<file path="src/rtl/slicel_cfg_pkg.sv">
// slicel_cfg_pkg: shared states, error codes and frame-size helpers for the slicel config loader.
package slicel_cfg_pkg;
  typedef enum logic [2:0] {IDLE, COLLECT, COMMIT, DONE, ERROR} state_t;
  localparam logic [1:0] ERR_NONE       = 2'b00;
  localparam logic [1:0] ERR_EARLY_LAST = 2'b01;
  localparam logic [1:0] ERR_NO_LAST    = 2'b10;
  localparam logic [1:0] ERR_ABORT      = 2'b11;
  function automatic int frame_bits(input int s_xx_base, input int num_luts);
    return num_luts * 2 * ((1 << s_xx_base) + 1) + 1;
  endfunction
  function automatic int num_words(input int s_xx_base, input int num_luts, input int word_w);
    return (frame_bits(s_xx_base, num_luts) + word_w - 1) / word_w;
  endfunction
endpackage

</file>
<file path="src/rtl/slicel_cfg_shadow.sv">
// slicel_cfg_shadow: word-indexed frame shadow (ports: cclk, rst_n, we, idx, data in; frame, frame_nxt out).
module slicel_cfg_shadow
  import slicel_cfg_pkg::*;
#(
  parameter int FRAME_BITS = 137,
  parameter int WORD_W     = 8,
  parameter int IDX_W      = 5
) (
  input  logic                  cclk,
  input  logic                  rst_n,
  input  logic                  we,
  input  logic [IDX_W-1:0]      idx,
  input  logic [WORD_W-1:0]     data,
  output logic [FRAME_BITS-1:0] frame,
  output logic [FRAME_BITS-1:0] frame_nxt
);
  logic [FRAME_BITS-1:0] wd, wm;
  // bits shifted past the top of the frame fall off, which drops final-word padding
  always_comb begin
    wd        = FRAME_BITS'(data) << (idx * WORD_W);
    wm        = FRAME_BITS'({WORD_W{1'b1}}) << (idx * WORD_W);
    frame_nxt = we ? ((frame & ~wm) | wd) : frame;
  end
  always_ff @(posedge cclk or negedge rst_n)
    if (!rst_n) frame <= '0;
    else        frame <= frame_nxt;
endmodule

</file>
<file path="src/rtl/slicel_cfg_loader.sv">
// slicel_cfg_loader: collects a config stream into a slice frame and commits it with a one-cycle cen pulse.
// ports: cclk, rst_n, start, abort, cfg_data/cfg_valid/cfg_last in, cfg_ready out;
//        luts_config_out, use_cc_out, cen_out to the slice; busy, done, err, err_code to the controller.
module slicel_cfg_loader
  import slicel_cfg_pkg::*;
#(
  parameter int S_XX_BASE = 4,
  parameter int CFG_SIZE  = 2**S_XX_BASE + 1,
  parameter int NUM_LUTS  = 4,
  parameter int WORD_W    = 8
) (
  input  logic                           cclk,
  input  logic                           rst_n,
  input  logic                           start,
  input  logic                           abort,
  input  logic [WORD_W-1:0]              cfg_data,
  input  logic                           cfg_valid,
  input  logic                           cfg_last,
  output logic                           cfg_ready,
  output logic [NUM_LUTS*2*CFG_SIZE-1:0] luts_config_out,
  output logic                           use_cc_out,
  output logic                           cen_out,
  output logic                           busy,
  output logic                           done,
  output logic                           err,
  output logic [1:0]                     err_code
);
  localparam int FRAME_BITS = frame_bits(S_XX_BASE, NUM_LUTS);
  localparam int NUM_WORDS  = num_words(S_XX_BASE, NUM_LUTS, WORD_W);
  localparam int IDX_W      = $clog2(NUM_WORDS);
  state_t state, state_nxt;
  logic [IDX_W-1:0] cnt, cnt_nxt;
  logic [1:0] code_nxt;
  logic accept, at_end;
  logic [FRAME_BITS-1:0] frame, frame_nxt;
  assign cfg_ready = state == COLLECT;
  assign busy      = state == COLLECT || state == COMMIT;
  assign cen_out   = state == COMMIT;
  assign done      = state == DONE;
  assign err       = state == ERROR;
  slicel_cfg_shadow #(.FRAME_BITS(FRAME_BITS), .WORD_W(WORD_W), .IDX_W(IDX_W)) u_shadow (
    .cclk      (cclk),
    .rst_n     (rst_n),
    .we        (accept),
    .idx       (cnt),
    .data      (cfg_data),
    .frame     (frame),
    .frame_nxt (frame_nxt)
  );
  // abort outranks the handshake, so a word offered alongside abort is dropped
  always_comb begin
    accept    = cfg_valid && state == COLLECT && !abort;
    at_end    = cnt == IDX_W'(NUM_WORDS - 1);
    state_nxt = state;
    code_nxt  = err_code;
    cnt_nxt   = accept ? cnt + 1'b1 : cnt;
    case (state)
      IDLE, DONE, ERROR:
        if (start) begin
          state_nxt = COLLECT;
          code_nxt  = ERR_NONE;
          cnt_nxt   = '0;
        end
      COLLECT:
        if (abort) begin
          state_nxt = ERROR;
          code_nxt  = ERR_ABORT;
        end else if (accept && at_end) begin
          state_nxt = cfg_last ? COMMIT : ERROR;
          code_nxt  = cfg_last ? err_code : ERR_NO_LAST;
        end else if (accept && cfg_last) begin
          state_nxt = ERROR;
          code_nxt  = ERR_EARLY_LAST;
        end
      COMMIT:  state_nxt = DONE;
      default: state_nxt = IDLE;
    endcase
  end
  // the frame is captured with the final word folded in so it is stable while cen is high
  always_ff @(posedge cclk or negedge rst_n)
    if (!rst_n) begin
      state           <= IDLE;
      cnt             <= '0;
      err_code        <= ERR_NONE;
      luts_config_out <= '0;
      use_cc_out      <= 1'b0;
    end else begin
      state    <= state_nxt;
      cnt      <= cnt_nxt;
      err_code <= code_nxt;
      if (state_nxt == COMMIT) begin
        luts_config_out <= frame_nxt[FRAME_BITS-1:1];
        use_cc_out      <= frame_nxt[0];
      end
    end
endmodule

</file>
<file path="config.mk">
export PLATFORM = sky130hd
export DESIGN_NAME = slicel_cfg_loader
export DESIGN_NICKNAME = d
export VERILOG_FILES = /design/src/rtl/slicel_cfg_pkg.sv /design/src/rtl/slicel_cfg_shadow.sv /design/src/rtl/slicel_cfg_loader.sv
export SDC_FILE = /design/constraint.sdc
export NUM_CORES = 1
export LEC_CHECK = 0
export ABC_CLOCK_PERIOD_IN_PS = 3250
export CAP_MARGIN = 20
export CORE_ASPECT_RATIO = 0.9
export CORE_MARGIN = 2
export CORE_UTILIZATION = 55
export DETAILED_ROUTE_END_ITERATION = 12
export GPL_TIMING_DRIVEN = 0
export PLACE_DENSITY = 0.82
export SLEW_MARGIN = 20
export SYNTH_ARGS = -nofsm -noshare
export SYNTH_HDL_FRONTEND = slang
export SYNTH_HIERARCHICAL = 1
export SYNTH_SLANG_ARGS = --single-unit
</file>
<file path="constraint.sdc">
create_clock -name cclk -period 3.25 [get_ports cclk]
set_clock_uncertainty 0.15 [all_clocks]
set_input_delay 0.4875 -clock cclk [delete_from_list [all_inputs] [get_ports cclk]]
set_output_delay 0.4875 -clock cclk [all_outputs]
set_load 0.01 [all_outputs]
</file>
# Word level (Yosys, flattened, before mapping)
# Index checks and enable logic that the tools add are counted.
# totals
ff_bits,284
inputBits,14
ramBits,0
latch_bits,0
output_inout_bits,144
mem_bits_ro,0
memories,0
elab_cells,47
# classes
add_sub_neg,1
n_reduce_logical,10
multipliers,0
shifts,2
order_cmp,0
n_eq_ne,9
muxes,16
n_bitwise,3
div,0
# ops
op,n
AND 137 bit,1
two-way mux 137 bit,1
NOT 137 bit,1
OR 137 bit,1
<< shifter 8 x 8 -> 137 bit,1
"<< shifter 8 x 8 -> 137 bit, first input constant",1
two-way mux 3 bit,5
two-way mux 5 bit,3
two-way mux 2 bit,5
"equality test 3 x 2 -> 1 bit, second input constant",3
one-hot mux 3 bit (3 select lines),1
"adder 5 x 1 -> 5 bit, second input constant",1
"equality test 5 bit, second input constant",1
logical AND 1 bit,4
"inequality test 4 x 2 -> 1 bit, second input constant",1
"inequality test 4 bit, second input constant",1
one-hot mux 2 bit (2 select lines),1
AND reduction 4 bit,1
"equality test 3 x 1 -> 1 bit, second input constant",1
"equality test 3 bit, second input constant",1
zero test 3 bit,1
OR reduction 3 bit,1
"inequality test 2 bit, second input constant",1
nonzero test 2 bit,1
2 further kinds,2

# Depth between registers and ports, before layout
# Gate-level depths: netlist of the first run.
# depth
depth_word,9
mapped_depth,8
mapped_depth_nobuf,6

# Hierarchy
# The synthesis of the first run kept the hierarchy.
# modules_own_cells
module,n_inst,area_each_um2,cells_each,seq_area_each_um2
slicel_cfg_loader,1,6289.8,354,3678.5
slicel_cfg_shadow,1,5261.3,315,3428.3

# Worst setup path after synthesis of the first run
# No wires, ideal clock.
# synth_timing
path_type,register to register
startpoint,reg state[1]
endpoint,reg luts_config_out[100]
n_path_buf,2
setup_ns,0.125
slack_ns,0.646
stages_incl_launch_ff,9
period_less_slack_ns,2.604
arrival_ns,2.330
t_required_ns,2.975
path_cell_list,dfrtp_1 > or3b_1 > buf_6 > nor2_8 > nor4b_4 > and3_1 > buf_4 > mux2_2 > mux2_2
# synth_between
word_cells_on_any_way,17
classes_between,eq/ne (5); mux (6); reduce/logical (6)
# synth_rtl
element,line_no,text
from (decl),slicel_cfg_loader.sv:31,"state_t state, state_nxt;"
from (signal assigned),slicel_cfg_loader.sv:88,state <= state_nxt;
equality test 3 x 1 -> 1 bit,slicel_cfg_loader.sv:52,accept = cfg_valid && state == COLLECT && !abort;
logical AND 1 bit (2 in a row),slicel_cfg_loader.sv:52,
via accept,slicel_cfg_loader.sv:34,"logic accept, at_end;"
two-way mux 137 bit,slicel_cfg_shadow.sv:22,frame_nxt = we ? ((frame & ~wm) | wd) : frame;
via frame_nxt[101],slicel_cfg_loader.sv:35,"logic [FRAME_BITS-1:0] frame, frame_nxt;"
to (signal assigned),slicel_cfg_loader.sv:92,luts_config_out <= frame_nxt[FRAME_BITS-1:1];
to (decl),slicel_cfg_loader.sv:20,"output logic [NUM_LUTS*2*CFG_SIZE-1:0] luts_config_out,"
# The timed path passes the listed nets, and every way through them passes these cells.
# A chain may end at the register's enable or synchronous reset.

# Worst setup path in the final report of the first run
# layout_timing
startpoint,reg state[0]
endpoint,reg luts_config_out[125]
# The elaborated chain is that of the path after synthesis.

==> impl_metrics.env, run 1 <==
export IMPL_outcome="completed"
export IMPL_min_path_type="flop to flop"
export IMPL_fin_crit_sh_pct=93.8
export IMPL_async_reset_ff_share_pct=100
export IMPL_start_util_pct=55.8
export IMPL_syn_inst=669
export IMPL_placementRows=50
export IMPL_path_max_fanout=10
export IMPL_pin_count=158
export IMPL_placed_area_um2=13500
export IMPL_cap_violations=0
export IMPL_grt_pass1_vias=6831
export IMPL_endpoint_kind="flop"
export IMPL_syn_area_um2=11600
export IMPL_post_place_ws_ns=-0.0677
export IMPL_fp_dieH_um=141
export IMPL_cts_root_buf="clkbuf_16"
export IMPL_rsz0062_at_grt="false"
export IMPL_layout_drive_gt1_share_pct=41.1
export IMPL_critPathArrivalTime_ns=3.30
export IMPL_gr_total_overflow=0
export IMPL_critPathLaunchType="flop"
export IMPL_switching_share_pct=22.1
export IMPL_ys_flop_type="dfrtp_1"
export IMPL_dp_hpwl_um=16600
export IMPL_fin_nets=875
export IMPL_port_buffers=157
export IMPL_fin_area_um2=14500
export IMPL_final_common_cell="dfrtp_1"
export IMPL_cts_tree="built"
export IMPL_max_freq_ghz=0.328
export IMPL_drt_initial_drc_count=284
export IMPL_p_sw_mw=1.67
export IMPL_period_minus_slack_ns=3.05
export IMPL_ys_warn_count=6
export IMPL_setup_violations=0
export IMPL_p_per_area_nw_per_um2=521
export IMPL_post_cts_buffers=0
export IMPL_comb_power_share_pct=6.7
export IMPL_fp_dieArea_um2=22200
export IMPL_slew_headroom_pct=42.5
export IMPL_path_clk_slew_ns=0.06
export IMPL_syn_nets=685
export IMPL_firstDrtPassIters=4
export IMPL_synthToLayoutAreaGrowth_pct=25.5
export IMPL_coreArea_um2=20700
export IMPL_synth_area_top_cells="dfrtp_1, mux2_4, mux2_2, buf_12, buf_6"
export IMPL_grt_pass1_wl_um=39900
export IMPL_htreeDepth=1
export IMPL_clk_path_buf_depth=3
export IMPL_seq_power_share_pct=49.8
export IMPL_slew_viol_final=0
export IMPL_ys_seq_elements=284
export IMPL_wirelength_um=25100
export IMPL_synth_distinct_cells=43
export IMPL_cp_data_required_time_ns=3.51
export IMPL_finalHoldViolations=0
export IMPL_p_leak_nw=7.36
export IMPL_yosysSeqAreaShare_pct=61.5
export IMPL_layout_common_cells="dfrtp_1, clkdlybuf4s50_1, mux2_2"
export IMPL_synth_edff_count=0
export IMPL_yosys_area_top_type="dfrtp_1"
export IMPL_synth_top_area_share_pct=61.5
export IMPL_route_detailed_drc=0
export IMPL_avgSynthCellArea_um2=17.3
export IMPL_gp_congestion=0.786
export IMPL_setup_ws_ns=0.202
export IMPL_utilization_pct=70.0
export IMPL_die_x_um=157
export IMPL_antenna_found_initial=0
export IMPL_worstSetupPathType="flop to flop"
export IMPL_p_clk_share_pct=43.4
export IMPL_tns_ns=0
export IMPL_irDropWorstVdd_v=0.000459
export IMPL_cts_num_sinks=284
export IMPL_worst_pin_slew_ns=0.862
export IMPL_num_antenna_cells=0
export IMPL_grt_max_degree=106
export IMPL_viasPerCell=5.33
export IMPL_internal_power_mw=5.89
export IMPL_wl_per_cell_um=21.5
export IMPL_clkLatencyLatePin_ns=0.54
export IMPL_numCtsBuffers=28
export IMPL_ant_nets=0
export IMPL_track_usage_pct=23.4
export IMPL_vias=6209
## through the flow
| step | std cells | power (mW) | hold slack [ns] |
|---|---|---|---|
| global placement | 1112 | 4.29 | 0.328 |
| finish | 1165 | 7.56 | 0.344 |
| detailed placement | 1114 | 4.34 | 0.335 |
| global route | 1165 | 7.83 | 0.359 |
| floorplan | 669 | 4.09 | 0.0419 |
| CTS | 1165 | 7.62 | 0.348 |
## final timing paths
check | startpoint | cells past startpoint | endpoint | slack (ns)
max | state[0] | 7 | luts_config_out[125] | 0.20
max in group asynchronous | rst_n | 3 | luts_config_out[103] | 1.55
min | u_shadow/frame[101] | 1 | u_shadow/frame[101] | 0.34
min reg2reg | u_shadow/frame[101] | 1 | u_shadow/frame[101] | 0.34
max reg2reg | state[0] | 7 | luts_config_out[125] | 0.20
min in group asynchronous | rst_n | 2 | luts_config_out[32] | 0.48
## power by group through the flow
| stage | Clock (mW) | Combinational, mW | Sequential, mW |
|---|---|---|---|
| final | 3.28 | 0.507 | 3.77 |
| after global routing | 3.48 | 0.563 | 3.78 |
| after global placement | 0 | 0.470 | 3.82 |
| after CTS | 3.34 | 0.514 | 3.77 |
| after floorplan | 0 | 0.277 | 3.81 |
| after detailed placement | 0 | 0.510 | 3.83 |
## cell type report
| class | count | area, um^2 |
|---|---|---|
| Sequential cell | 284 | 7110 |
| Fill cell | 1314 | 6210 |
| Multi-Input combinational cell | 349 | 4080 |
| Timing Repair Buffer | 160 | 1640 |
| Clock buffer | 41 | 851 |
| Tap cell | 286 | 358 |
| Buffer | 29 | 340 |
| Clock inverter | 9 | 100 |
| Inverter | 7 | 26.3 |
## synth_stat cells, drive strengths merged, types with 2 or more instances
cell type / instances
dfrtp: 284
mux2: 274
buf: 21
nand2: 14
nor2: 12
clkbuf: 8
inv: 7
o21ai: 5
xnor2: 5
nor2b: 4
nor3: 4
and3: 3
and4bb: 3
nand3: 3
a31oi: 2
ha: 2
nand2b: 2
nand4: 2
o2bb2ai: 2
## worst max-delay path, cell delays in order (launching register included)
cell and delay [ns]:
dfrtp_1 0.45, or3b_1 0.39, buf_6 0.16, nor2_8 0.19, nand4b_1 0.35, nor2_2 0.53, mux2_2 0.42, mux2_4 0.27
## logic make-up (layout without fill, tap and decap cells)
kind of cell             Yosys count  in the layout  synth area share [%]
AND/OR/NAND/NOR                   52             52                  3.20
multiplexers                     275            275                  30.7
AO/OA/AOI/OAI                     15             15                 0.845
buffers and inverters             36            246                  3.17
flip-flops                       284            284                  61.5
adder cells (fa/ha/maj)            2              2                 0.217
XOR/XNOR                           5              5                 0.379
## sequential cells by signal, summed over array words and instances, names as in the netlist
name             flops
cnt                  5
use_cc_out           1
luts_config_out    136
state                3
u_shadow/frame     137
err_code             2
## per-layer routing
layer  track usage [%]  share of wire, %  wire, um  vias up
met5                 0                 0         0        -
met4              5.50               1.9       464        0
met3              3.51               4.5      1140       38
met2              38.7                49     12400      158
met1              33.0                44     11100     3274
li1                  -                 -         -     2739
## repair_timing
item / 4_1_cts / 5_1_grt
endpoints found under the hold margin: 103 / 0
gates resized for setup: 0 / 0
hold buffers: 1 / 0
(Power assumes the default switching activity.)
==> run 2: changes to the inputs <==
Settings changed: ABC_CLOCK_PERIOD_IN_PS 3250 to not set, CORE_MARGIN 2 to 3.
==> run 2 against run 1 <==
  * Sequential power about the same
  * Sequential share of layout area decreased by 0.26 points
  * First-iteration DRC count increased by 21%
  * Largest power group unchanged
==> impl_metrics.env, run 2 (same netlist as run 1, synthesis figures left out) <==
export IMPL_outcome="completed"
export IMPL_layout_drive_gt1_share_pct=41.4
export IMPL_r2r_end="luts_config_out[97]"
export IMPL_cp_slowest_stage_delay_ns=0.49
export IMPL_viasPerCell=5.39
export IMPL_reg2reg_from="state[1]"
export IMPL_largest_register="u_shadow/frame"
export IMPL_port_buffers=157
export IMPL_antenna_found_initial=0
export IMPL_grt_max_degree=89
export IMPL_post_cts_resized=0
export IMPL_endpoint_kind="flop"
export IMPL_grt_pass1_wl_um=40500
export IMPL_vias=6253
export IMPL_critPathLaunchType="flop"
export IMPL_cp_startpoint="state[1]"
export IMPL_ant_nets=0
export IMPL_drt_initial_drc_count=344
export IMPL_clk_path_buf_depth=3
export IMPL_coreArea_um2=20300
export IMPL_gp_congestion=0.807
export IMPL_cts_tree="built"
export IMPL_num_antenna_cells=0
export IMPL_timing_critical_path_to="luts_config_out[97]"
export IMPL_min_path_type="input port to asynchronous set/reset pin"
export IMPL_irDropWorstVdd_v=0.000365
export IMPL_rrSetupSlack_ns=0.26
export IMPL_path_max_fanout=10
export IMPL_cp_buffers_inverters=2
export IMPL_cp_top_family="simple AND/OR/NAND/NOR gates"
export IMPL_fin_nets=876
export IMPL_die_x_um=159
export IMPL_critPathArrivalTime_ns=3.25
export IMPL_fp_dieArea_um2=22800
export IMPL_max_freq_ghz=0.335
export IMPL_pin_count=158
export IMPL_fp_dieH_um=143
export IMPL_grtUsageMet3_pct=3.46
export IMPL_setup_ws_ns=0.262
export IMPL_start_util_pct=56.9
export IMPL_worst_pin_slew_ns=0.808
export IMPL_hold_buffers=1
export IMPL_track_usage_pct=22.4
export IMPL_cp_data_required_time_ns=3.51
export IMPL_post_cts_buffers=0
export IMPL_slew_headroom_pct=46.1
export IMPL_slowest_stage="nor4b_4"
export IMPL_worstSetupPathType="flop to flop"
export IMPL_largest_reg_flops=137
export IMPL_slew_viol_final=0
export IMPL_dp_hpwl_um=17000
export IMPL_power_mw=7.76
export IMPL_r2r_cells=8
export IMPL_numCtsBuffers=28
export IMPL_final_common_cell="dfrtp_1"
export IMPL_period_minus_slack_ns=2.99
export IMPL_path_clk_slew_ns=0.06
export IMPL_route_detailed_drc=0
export IMPL_p_per_area_nw_per_um2=532
export IMPL_placementRows=49
export IMPL_crit_chain="or3b_1 -> buf_6 -> nor2_8 -> nor4b_4 -> and3_1 -> buf_4 -> mux2_2 -> mux2_2"
export IMPL_clkLatencyLatePin_ns=0.53
export IMPL_p_leak_nw=7.41
export IMPL_top_regs="u_shadow/frame x137, luts_config_out x136, cnt x5"
export IMPL_firstDrtPassIters=4
export IMPL_cts_num_sinks=284
export IMPL_grt_pass1_vias=6996
export IMPL_gr_total_overflow=0
export IMPL_htreeDepth=1
export IMPL_cp_depth=8
export IMPL_met1_usage_pct=31.1
export IMPL_grtUsageMet2_pct=37.8
export IMPL_layout_common_cells="dfrtp_1, clkdlybuf4s50_1, mux2_2"
export IMPL_cap_violations=0
export IMPL_wl_per_cell_um=21.5
export IMPL_setup_violations=0
export IMPL_top_usage_layer="met2"
export IMPL_post_place_ws_ns=-0.0667
export IMPL_wirelength_um=25000
export IMPL_rsz0062_at_grt="false"
export IMPL_cts_root_buf="clkbuf_16"
export IMPL_fin_crit_sh_pct=92.0
export IMPL_utilization_pct=71.8
export IMPL_synthToLayoutAreaGrowth_pct=26.2
export IMPL_cpMostUsedCell="mux2_2"
export IMPL_finalHoldViolations=0
-- run 2: cell count changes in the layout (fill, tap and decap cells not counted), sizes merged --
cell / before / now
clkbuf: 49 / 44
clkinvlp: 2 / 1
clkinv: 5 / 9
bufinv: 2 / 5
buf: 24 / 25
-- run 2: cell type report --
class	count	area, um^2
fill	1252	5710
buffer	29	340
sequential	284	7110
tap	280	350
inverter	7	26.3
timing repair buffer	161	1670
clock inverter	15	206
multi-input combinational	349	4080
clock buffer	36	802
-- run 2: metal layers --
layer / vias to the layer above / wire (um) / share of wire [%]
li1: 2746 / - / -
met1: 3315 / 11200 / 45
met2: 153 / 12300 / 49
met3: 39 / 930 / 3.7
met4: 0 / 559 / 2.2
met5: - / 0 / 0
-- run 2: per-stage QoR --
stage / instance area, um^2 / setup TNS [ns] / hold slack, ns / cells
6_report: 14600 / 0 / 0.346 / 1161
5_1_grt: 14600 / 0 / 0.361 / 1161
4_1_cts: 14600 / 0 / 0.346 / 1161
3_5_place_dp: 13600 / -0.403 / 0.320 / 1109
3_3_place_gp: 13500 / -2683.32 / 0.328 / 1106
2_1_floorplan: 11600 / 0 / 0.0419 / 669
-- run 2: worst min-delay path by stage --
stage	startpoint	endpoint	depth (start not counted)
6_report	rst_n	luts_config_out[6]	2
5_1_grt	u_shadow/frame[94]	u_shadow/frame[94]	1
4_1_cts	u_shadow/frame[13]	u_shadow/frame[13]	1
3_5_place_dp	rst_n	luts_config_out[6]	1
3_3_place_gp	u_shadow/frame[34]	u_shadow/frame[34]	1
2_1_floorplan	rst_n	cnt[0]	0
-- run 2: report_power, final --
group	internal [mW]	switching (mW)
sequential	3.70	0.0730
combinational	0.232	0.280
clock	2.13	1.34
total	6.06	1.69
